$ cat config.mk
export PLATFORM = sky130hd
export DESIGN_NAME = uart_stream_ctrl
export DESIGN_NICKNAME = d
export VERILOG_FILES = /design/src/rtl/uart_pkg.sv /design/src/rtl/uart_stream_ctrl.sv
export SDC_FILE = /design/constraint.sdc
export NUM_CORES = 1
export LEC_CHECK = 0
export CAP_MARGIN = 20
export CORE_MARGIN = 2
export CORE_UTILIZATION = 45
export CTS_BUF_LIST = sky130_fd_sc_hd__clkbuf_8
export DETAILED_ROUTE_END_ITERATION = 7
export GPL_ROUTABILITY_DRIVEN = 0
export PLACE_DENSITY = 0.8
export SYNTH_ARGS = -nofsm -noshare
export SYNTH_HDL_FRONTEND = slang
export SYNTH_SLANG_ARGS = --single-unit
$ cat constraint.sdc
create_clock -name clock -period 2.5 [get_ports clock]
set_input_delay 0.625 -clock clock [delete_from_list [all_inputs] [get_ports clock]]
set_output_delay 0.625 -clock clock [all_outputs]
set_load 0.005 [all_outputs]
$ cat src/rtl/uart_pkg.sv
`default_nettype none
// ============================================================================
// Module      : uart_pkg
// Description : Shared uart_device register map, flag bit positions and the
//               uart_stream_ctrl state encoding.
// Revision    : 1.0 - initial release
// ============================================================================
package uart_pkg;

    localparam logic [7:0] UART_REG_ID    = 8'h00;
    localparam logic [7:0] UART_REG_FLAGS = 8'h01;
    localparam logic [7:0] UART_REG_BAUD  = 8'h02;
    localparam logic [7:0] UART_REG_TX    = 8'h03;
    localparam logic [7:0] UART_REG_RX    = 8'h04;

    localparam int FLAG_WRITE_READY = 8;
    localparam int FLAG_RX_READY    = 9;
    localparam int FLAG_IN_PROGRESS = 10;

    localparam int STATE_W = 3;
    localparam logic [STATE_W-1:0] ST_IDLE   = 3'd0;
    localparam logic [STATE_W-1:0] ST_FETCH  = 3'd1;
    localparam logic [STATE_W-1:0] ST_FWAIT  = 3'd2;
    localparam logic [STATE_W-1:0] ST_POLL   = 3'd3;
    localparam logic [STATE_W-1:0] ST_WRITE  = 3'd4;
    localparam logic [STATE_W-1:0] ST_DRAIN  = 3'd5;
    localparam logic [STATE_W-1:0] ST_FINISH = 3'd6;

    typedef enum logic [STATE_W-1:0] {
        S_IDLE   = ST_IDLE,
        S_FETCH  = ST_FETCH,
        S_FWAIT  = ST_FWAIT,
        S_POLL   = ST_POLL,
        S_WRITE  = ST_WRITE,
        S_DRAIN  = ST_DRAIN,
        S_FINISH = ST_FINISH
    } state_e;

endpackage : uart_pkg
`default_nettype wire

$ cat src/rtl/uart_stream_ctrl.sv
`default_nettype none
// ============================================================================
// Module      : uart_stream_ctrl
// Description : Streams a byte buffer from word memory into the uart_device TX
//               register, polling write_ready before each byte. Optional
//               UART_STREAM_DRAIN_EN waits for the line to go idle before done.
// Revision    : 1.0 - initial release
// ============================================================================
module uart_stream_ctrl
    import uart_pkg::*;
#(
    parameter logic [15:0] POLL_LIMIT = 16'hFFFF,
    parameter int          ADDR_WIDTH = 16
) (
    input  logic                  clock,
    input  logic                  reset,
    input  logic                  start,
    input  logic                  abort,
    input  logic [ADDR_WIDTH-1:0] base_addr,
    input  logic [15:0]           byte_count,
    output logic                  busy,
    output logic                  done,
    output logic                  error,
    output logic                  mem_read,
    output logic [ADDR_WIDTH-1:0] mem_address,
    input  logic [15:0]           mem_data,
    output logic                  dev_control,
    output logic                  dev_write_en,
    output logic [7:0]            dev_address,
    output logic [15:0]           dev_data_out,
    input  logic [15:0]           dev_data_in
);

    state_e                r_state;
    state_e                w_next;
    logic [ADDR_WIDTH-1:0] r_base;
    logic [15:0]           r_count;
    logic [15:0]           r_byte_idx;
    logic [15:0]           r_word;
    logic [15:0]           r_poll_cnt;
    logic                  r_error;

    logic       w_latch;
    logic       w_idx_inc;
    logic       w_poll_clr;
    logic       w_poll_inc;
    logic       w_timeout;
    logic       w_poll_expired;
    logic [7:0] w_byte;
    logic       w_unused;

    assign w_poll_expired = (POLL_LIMIT != 16'd0) && (r_poll_cnt == POLL_LIMIT - 16'd1);
    assign w_byte         = r_byte_idx[0] ? r_word[15:8] : r_word[7:0];

`ifdef UART_STREAM_DRAIN_EN
    assign w_unused = &{1'b0, dev_data_in[15:11], dev_data_in[9], dev_data_in[7:0]};
`else
    assign w_unused = &{1'b0, dev_data_in[15:9], dev_data_in[7:0]};
`endif

    always_comb begin
        w_next     = r_state;
        w_latch    = 1'b0;
        w_idx_inc  = 1'b0;
        w_poll_clr = 1'b0;
        w_poll_inc = 1'b0;
        w_timeout  = 1'b0;
        unique case (r_state)
            S_IDLE: begin
                if (start) begin
                    w_latch = 1'b1;
                    w_next  = (byte_count == 16'd0) ? S_FINISH : S_FETCH;
                end
            end
            S_FETCH: w_next = S_FWAIT;
            S_FWAIT: w_next = S_POLL;
            S_POLL: begin
                if (dev_data_in[FLAG_WRITE_READY]) begin
                    w_next     = S_WRITE;
                    w_poll_clr = 1'b1;
                end else if (w_poll_expired) begin
                    w_next    = S_IDLE;
                    w_timeout = 1'b1;
                end else begin
                    w_poll_inc = 1'b1;
                end
            end
            S_WRITE: begin
                w_idx_inc = 1'b1;
                if (r_byte_idx + 16'd1 == r_count) begin
`ifdef UART_STREAM_DRAIN_EN
                    w_next = S_DRAIN;
`else
                    w_next = S_FINISH;
`endif
                // odd index just sent means the next byte starts a new word
                end else if (r_byte_idx[0]) begin
                    w_next = S_FETCH;
                end else begin
                    w_next = S_POLL;
                end
            end
`ifdef UART_STREAM_DRAIN_EN
            S_DRAIN: begin
                if (!dev_data_in[FLAG_IN_PROGRESS] && dev_data_in[FLAG_WRITE_READY]) begin
                    w_next     = S_FINISH;
                    w_poll_clr = 1'b1;
                end else if (w_poll_expired) begin
                    w_next    = S_IDLE;
                    w_timeout = 1'b1;
                end else begin
                    w_poll_inc = 1'b1;
                end
            end
`endif
            S_FINISH: w_next = S_IDLE;
            default:  w_next = S_IDLE;
        endcase
        // abort overrides everything, including a start seen in IDLE
        if (abort) begin
            w_next    = S_IDLE;
            w_latch   = 1'b0;
            w_timeout = 1'b0;
        end
    end

    always_ff @(posedge clock) begin
        if (reset) begin
            r_state    <= S_IDLE;
            r_base     <= '0;
            r_count    <= 16'd0;
            r_byte_idx <= 16'd0;
            r_word     <= 16'd0;
            r_poll_cnt <= 16'd0;
            r_error    <= 1'b0;
        end else begin
            r_state <= w_next;
            r_error <= w_timeout;
            if (w_latch) begin
                r_base     <= base_addr;
                r_count    <= byte_count;
                r_byte_idx <= 16'd0;
                r_poll_cnt <= 16'd0;
            end else begin
                if (w_idx_inc) begin
                    r_byte_idx <= r_byte_idx + 16'd1;
                end
                if (w_poll_clr) begin
                    r_poll_cnt <= 16'd0;
                end else if (w_poll_inc) begin
                    r_poll_cnt <= r_poll_cnt + 16'd1;
                end
            end
            if (r_state == S_FWAIT) begin
                r_word <= mem_data;
            end
        end
    end

    always_comb begin
        busy         = (r_state != S_IDLE);
        done         = (r_state == S_FINISH);
        error        = r_error;
        mem_read     = 1'b0;
        mem_address  = '0;
        dev_control  = 1'b0;
        dev_write_en = 1'b0;
        dev_address  = 8'h00;
        dev_data_out = 16'h0000;
        unique case (r_state)
            S_FETCH: begin
                mem_read    = 1'b1;
                mem_address = r_base + ADDR_WIDTH'(r_byte_idx[15:1]);
            end
            S_POLL: begin
                dev_control = 1'b1;
                dev_address = UART_REG_FLAGS;
            end
`ifdef UART_STREAM_DRAIN_EN
            S_DRAIN: begin
                dev_control = 1'b1;
                dev_address = UART_REG_FLAGS;
            end
`endif
            S_WRITE: begin
                dev_control  = 1'b1;
                dev_write_en = 1'b1;
                dev_address  = UART_REG_TX;
                dev_data_out = {8'h00, w_byte};
            end
            default: ;
        endcase
    end

endmodule : uart_stream_ctrl
`default_nettype wire
==> results of run 1 <==
==> worst min-delay path, stage by stage (launching register included) <==
cell and delay, ns:
dfxtp_1 0.31, nand2_1 0.05, a21oi_1 0.05
==> cell families after synthesis <==
logic type | after synthesis
fa+ha+maj | 19
xor+xnor | 62
flops | 84
mux | 10
compound gates | 101
simple gates | 280
other cells | 1
buf+inv | 56
==> worst paths after layout <==
kind	endpoint	depth (start not counted)	slack, ns
min	r_word[14]$_SDFFE_PP0P_	2	0.46
max reg2reg	r_state[2]$_SDFFE_PP0P_	7	0.08
max	mem_address[14]	11	-0.64
min reg2reg	r_word[14]$_SDFFE_PP0P_	2	0.46
==> flip-flops by register name (all words and copies together), names as in the netlist <==
name        flops
error           1
r_base         16
r_byte_idx     16
r_count        16
r_poll_cnt     16
r_state         3
r_word         16
==> layout by cell type, fill, tap and decap left out, types with 4 or more instances in the layout <==
cell type        netlist  routed
o21a_1                 4       4
xor2_1                33      33
ha_4                   0       7
or3_1                  4       4
conb_1                 1      14
a21o_1                 6       6
nand3_1               16      12
nor3_1                10       7
dfxtp_2                0      10
buf_6                  0      12
a21oi_2                0       4
xnor2_1               29      25
nand2_1              125     122
a31oi_1                5       4
and4_1                 4       4
buf_2                  5      14
and3_1                 5       5
dfxtp_1               84      72
nand4_1               13      13
clkdlybuf4s50_1        0      67
nand2b_1               6       5
o21ai_0               14      11
nor2_1                72      68
inv_1                  9       8
xnor2_2                0       4
a21oi_1               57      52
clkbuf_8               1       9
buf_4                 15      82
clkinvlp_4             0       4
nor4_1                 9       9
ha_1                  18      11
mux2i_1                9       9
==> power groups by stage <==
stage,logic [mW],clock network (mW),registers [mW]
floorplan,0.150,0,1.41
global placement,0.273,0,1.41
detailed placement,0.282,0,1.42
CTS,0.297,0.861,1.39
global route,0.347,0.913,1.39
finish,0.317,0.842,1.39
==> cell type report <==
class                      instances  area [µm²]  area share, %
clock buffer                       9         124           1.84
clock inverter                     6        42.5          0.630
inverter                          10        40.0          0.593
multi-input combinational        486        3150           46.7
sequential                        84        1700           25.2
tap                              136         170           2.52
timing repair buffer             178        1520           22.5
==> synthesized netlist by cell type, types with 2 or more instances <==
cell type and instances:
o21ai_0 14, nand3_1 16, xnor2_1 29, nand2b_1 6, inv_1 9, dfxtp_1 84
xor2_1 33, and3_1 5, nand4_1 13, and2_1 3, nand2_1 125, nor4_1 9
clkbuf_1 24, or2_2 2, a21o_1 6, or3_1 4, o21a_1 4, mux2i_1 9
a31oi_1 5, nand4b_1 2, nor2_1 72, buf_4 15, and4_2 2, ha_1 18
a21oi_1 57, and4_1 4, a211oi_1 3, buf_2 5, nor3_1 10, o21bai_1 2
==> routing by layer <==
| metal | GRT usage (%) | vias to the layer above | share of wire, % |
|---|---|---|---|
| li1 | - | 2364 | - |
| met1 | 25.4 | 2249 | 40 |
| met2 | 41.5 | 152 | 51 |
| met3 | 3.74 | 48 | 4.5 |
| met4 | 14.0 | 0 | 4.2 |
| met5 | 0 | - | 0 |
==> metrics by stage <==
step	cells	worst slack, ns	hold WS (ns)	power (mW)	TNS (ns)
finish	909	-0.635	0.459	2.55	-6.13
global route	909	-0.749	0.479	2.65	-7.25
CTS	896	-0.640	0.458	2.54	-5.02
detailed placement	864	-0.647	0.447	1.70	-5.72
global placement	864	-0.580	0.442	1.69	-4.05
floorplan	626	-0.0458	0.436	1.56	-0.0487
==> timing repair <==
item                                    4_1_cts  5_1_grt
buffers inserted                             18       18
endpoints found under the setup margin       28       19
gates resized for setup                     102       37
pin swaps                                    28       36
==> summary.md, run 1 <==
| Metric | Value |
|---|---|
| Outcome | finished, violations left |
| Failing checks | setup timing |
| Share of layout cells above drive strength 1 | 24.6% |
| Total core area | 10,200 µm² |
| Power per cell area | 377 nW/µm² |
| Routed wire length | 13,600 µm |
| Largest family of logic cells by synthesized area | simple AND/OR/NAND/NOR gates |
| Crit end category | output port |
| #FFs+latches synth | 84 |
| Die Area | 11,300 µm² |
| Crit-path max FO | 2 |
| CTS tree | built |
| Nets@finish | 856 |
| Hold/Removal Path Class | flip-flop to flip-flop |
| Slowest CP cell | fa_2 |
| Post-synthesis xor/xnor area fraction | 11.5% |
| DRC | 0 |
| Clock Path Buffers | 2 |
| Worst-Margin Slew | 0.534 ns |
| CTS H-tree lvls | 3 |
| Vias | between 4,000 and 5,000 |
| Cell taking the most area after synthesis | dfxtp_1 |
| Synth Area in Adders | 5.20% |
| Finished Cell Area | roughly 6800 µm² |
| Critical Path Start | r_byte_idx[1]$_SDFFE_PP0P_ |
| CP top delay family | compound AO/OA/AOI/OAI gates |
| GRT Util Overall | 23.1% |
| Synth cell types | 53 |
| Final Cycle Share | 125% |
| Highest clock rate | 0.319 GHz |
| Synth warn | 0 |
| Post-cts hold buffer count | 0 |
| Ys flop type | dfxtp_1 |
| Routed wire per std cell | 14.9 µm |
| Fillers | 823 |
| Slew HR | 64.1% |
| Die W | 106 µm |
| Port bufs | 84 |
| Hold Crit Start | r_word[14]$_SDFFE_PP0P_ |
| Worst Setup Slack, final | -0.635 ns |
| Final hold viol count | 0 |
| Area after DPL | 6030 µm² |
| Crit path launch type | flip-flop |
| Num rows | 37 |
| Post-Syn Instances | between 600 and 700 |
| Clk root buf | clkbuf_8 |
| Crit path required time | 1.88 ns |
| Int Power | 1.88 mW |
| RSZ-0062 raised after global routing | true |
| First-pass GRT wire length | between 20,000 and 25,000 µm |
| Clk pwr share | 33.1% |
| CP Class | flip-flop to output port |
| HPWL after DPL | 9060 µm |
| Congestion Overflow GR | 0 |
| Area Growth Syn to Fin | 43.2% |
| Logic pwr share | 12.5% |
| Max-slew violation count | 0 |
| P_sw | roughly 0.66 mW |
| Cell mode on critical path | nor2_1 |
| Antenna violations before repair | 0 |
| Maxcap violations | 0 |
| Leakage power | 2.69 nW |
| Post-synth EDFFs | 0 |
| Avg Cell Area, Syn | 7.69 µm² |
| DR vias/cell | around 5.3 |
| 1st-pass router iterations | 4 |
| Post-synthesis mux area share | about 2.1% |
| Crit path DAT | 2.51 ns |
| Top-area cell type share of the netlist area | 35.7% |
| Worst skew pair latency | between 0.3 and 0.4 ns |
| Clk slew on worst S/H paths | 0.08 ns |
| Worst IR drop on VDD | 0.247 mV |
| Critical path buffers and inverters | 2 |
| Die Ht | 106 µm |
| Part of the power in registers | 54.5% |
| Post-synthesis simple-gate area fraction | 26.8% |
| Sequential area share after synthesis | 35.7% |
| Antenna-violating nets left | 0 |
| Layout Utilization | 66.0% |
| Async set-reset flop share out of synthesis | 0% |
| Critical path cell sequence | ha_4, fa_2, a211oi_4, o21ai_2, a32oi_2, buf_4, a21oi_2, nor2_1, xor2_1, nor2_1, buf_2 |
| Setup violators final | 14 |
| Cts bufs inserted | 9 |
| I/O Pins | about 110 |
| Final min period | 3.14 ns |
| Vias in the first global route | 4,777 |
| Worst Skew | 0.00893 ns |
| # diodes | 0 |
| Synth Area in Compound Gates | between 10% and 20% |
| Largest net degree at the start of global routing | 50 |
| Switching Fraction | 26.0% |
| Synth top area cells | dfxtp_1 36%, nand2_1 10%, xor2_1 6.1% |
| CTS Sinks | 84 |
| Synthesized area | 4710 µm² |
| Starting Density | about 46% |
| CP max stage delay | 0.37 ns |
| DR iter-0 viols | ~240 |
| Reg-to-Reg Start | r_byte_idx[0]$_SDFFE_PP0P_ |
No activity file was read; power rests on OpenSTA's default activity.
==> inputs of run 2 (changes only) <==
--- a/config.mk
+++ b/config.mk
@@ -6,12 +6,11 @@
 export NUM_CORES = 1
 export LEC_CHECK = 0
 export CAP_MARGIN = 20
-export CORE_MARGIN = 2
 export CORE_UTILIZATION = 45
 export CTS_BUF_LIST = sky130_fd_sc_hd__clkbuf_8
 export DETAILED_ROUTE_END_ITERATION = 7
 export GPL_ROUTABILITY_DRIVEN = 0
-export PLACE_DENSITY = 0.8
+export PLACE_DENSITY = 0.77
 export SYNTH_ARGS = -nofsm -noshare
 export SYNTH_HDL_FRONTEND = slang
 export SYNTH_SLANG_ARGS = --single-unit
==> summary.md, run 2 (same netlist as run 1, synthesis figures left out) <==
| Metric | Value |
|---|---|
| Outcome | finished, violations left |
| Failing checks | setup timing |
| Final Cycle Share | 128% |
| Die W | 104 µm |
| Placed Instances | 870 |
| Worst Setup Slack, final | -0.705 ns |
| Total power | 2.78 mW |
| Nets@finish | 848 |
| CP Class | flip-flop to output port |
| Non-Filler Instances | approximately 900 |
| RSZ-0062 raised after global routing | true |
| Max-slew violation count | 0 |
| Cts bufs inserted | 9 |
| CTS Sinks | 84 |
| Commonest non-fill, non-tap cells in the layout | 122 x nand2_1, 81 x buf_4, 69 x dfxtp_1 |
| DR iter-0 viols | 286 |
| Final hold viol count | 0 |
| Worst skew pair latency | 0.36 ns |
| Congestion Overflow GR | 0 |
| Antenna violations before repair | 0 |
| Die Area | ~11,000 µm² |
| Vias in the first global route | 4,527 |
| Crit-path max FO | 3 |
| Hold/Removal Path Class | flip-flop to flip-flop |
| Clk root buf | clkbuf_8 |
| Crit path required time | 1.88 ns |
| Clock Path Buffers | 2 |
| Slew HR | 63.6% |
| Total core area | 9950 µm² |
| Largest net degree at the start of global routing | 49 |
| Clk slew on worst S/H paths | 0.09 ns |
| Layout Utilization | 67.4% |
| Highest clock rate | between 0.3 and 0.4 GHz |
| Crit path DAT | between 2 and 3 ns |
| Dpl ws | -0.722 ns |
| Area Growth Syn to Fin | 42.3% |
| Worst Skew | 0.00859 ns |
| CTS H-tree lvls | 3 |
| Setup violators final | 15 |
| # diodes | 0 |
| CTS tree | built |
| Maxcap violations | 0 |
| Worst-Margin Slew | approximately 0.54 ns |
| DR vias/cell | 5.17 |
| Antenna-violating nets left | 0 |
| DRC | 0 |
| Final min period | around 3.2 ns |
| HPWL after DPL | slightly below 9000 µm |
| Vias | 4,639 |
| Crit end category | output port |
| First-pass GRT wire length | between 20,000 and 25,000 µm |
| Crit path launch type | flip-flop |
| GRT Util Overall | 23.4% |
| Worst IR drop on VDD | 0.369 mV |
| I/O Pins | 114 |
| Num rows | 36 |
| Routed wire length | 12,700 µm |
| Port bufs | 84 |
| Routed wire per std cell | around 14 µm |
| Starting Density | roughly 47% |
| Commonest non-fill, non-tap cell in the layout | nand2_1 |
| Share of layout cells above drive strength 1 | between 20% and 30% |
| 1st-pass router iterations | 5 |
| Die Ht | between 100 and 150 µm |
| Leakage power | about 2.7 nW |
| Power per cell area | a little over 400 nW/µm² |
==> run 2: changes by cell type in the layout (fill, tap and decap cells not counted), sizes merged <==
cell and change:
clkinvlp -3, dlymetal6s2s +3, clkinv +1, clkbuf +3, inv -1, bufinv +2
dlygate4sd2 -1, buf -12
==> run 2: path summary, 6_finish.rpt <==
check / startpoint / to / slack (ns) / cells after the start
setup reg to reg: r_byte_idx[1]$_SDFFE_PP0P_ / r_state[1]$_SDFFE_PP0P_ / -0.06 / 9
hold reg to reg: r_word[3]$_SDFFE_PP0P_ / r_word[3]$_SDFFE_PP0P_ / 0.46 / 2
setup / recovery: r_base[0]$_SDFFE_PP0P_ / mem_address[14] / -0.71 / 11
hold / removal: r_word[3]$_SDFFE_PP0P_ / r_word[3]$_SDFFE_PP0P_ / 0.46 / 2
==> run 2: area by class of cell <==
class	instances	area, µm²
clock inverter	5	85.1
multi-input combinational	486	3120
sequential	84	1710
tap	133	166
clock buffer	10	138
fill	803	3250
timing repair buffer	170	1450
inverter	10	37.5
==> run 2: stage by stage <==
| step | cell area (µm²) | TNS [ns] | hold slack, ns |
|---|---|---|---|
| final | 6710 | -5.13 | 0.458 |
| after global routing | 6710 | -6.57 | 0.476 |
| after CTS | 6540 | -6.53 | 0.460 |
| after detailed placement | 6100 | -5.91 | 0.448 |
| after global placement | 6100 | -4.42 | 0.441 |
| after floorplan | 4780 | -0.0487 | 0.436 |
==> run 2: power by group <==
part | switching, mW | leakage, nW | internal (mW)
combinational | 0.146 | 1.88 | 0.163
clock | 0.496 | 0.109 | 0.590
sequential | 0.0230 | 0.688 | 1.36
total | 0.665 | 2.68 | 2.12
==> run 2: worst max-delay path: stages (launching register included) <==
cell      delay [ns]
dfxtp_2         0.34
ha_4            0.17
fa_2            0.42
a211oi_4        0.27
o21ai_2         0.10
a32oi_2         0.28
buf_4           0.16
a21oi_2         0.04
nor2_1          0.11
xor2_1          0.15
nor2_1          0.05
buf_2           0.12
==> run 2: metal layers <==
| metal | track usage [%] | part of all wire, % | up-vias |
|---|---|---|---|
| met5 | 0 | 0 | - |
| met4 | 7.76 | 1.4 | 0 |
| met3 | 3.63 | 5.2 | 18 |
| met2 | 41.4 | 50 | 140 |
| met1 | 28.6 | 44 | 2145 |
| li1 | - | - | 2336 |
==> run 2: what timing repair did <==
item,4_1_cts,5_1_grt
gates resized for setup,70,53
endpoints found under the setup margin,20,28
pin swaps,30,47
hold buffers,0,0
buffers inserted,12,8
hold endpoints to repair,0,0
==> inputs of run 3 (changes only) <==
--- a/config.mk
+++ b/config.mk
@@ -5,7 +5,6 @@
 export SDC_FILE = /design/constraint.sdc
 export NUM_CORES = 1
 export LEC_CHECK = 0
-export CAP_MARGIN = 20
 export CORE_UTILIZATION = 45
 export CTS_BUF_LIST = sky130_fd_sc_hd__clkbuf_8
 export DETAILED_ROUTE_END_ITERATION = 7
==> results of run 3 <==
Same layout as run 2: the final DEF is identical, and so are final timing and power.
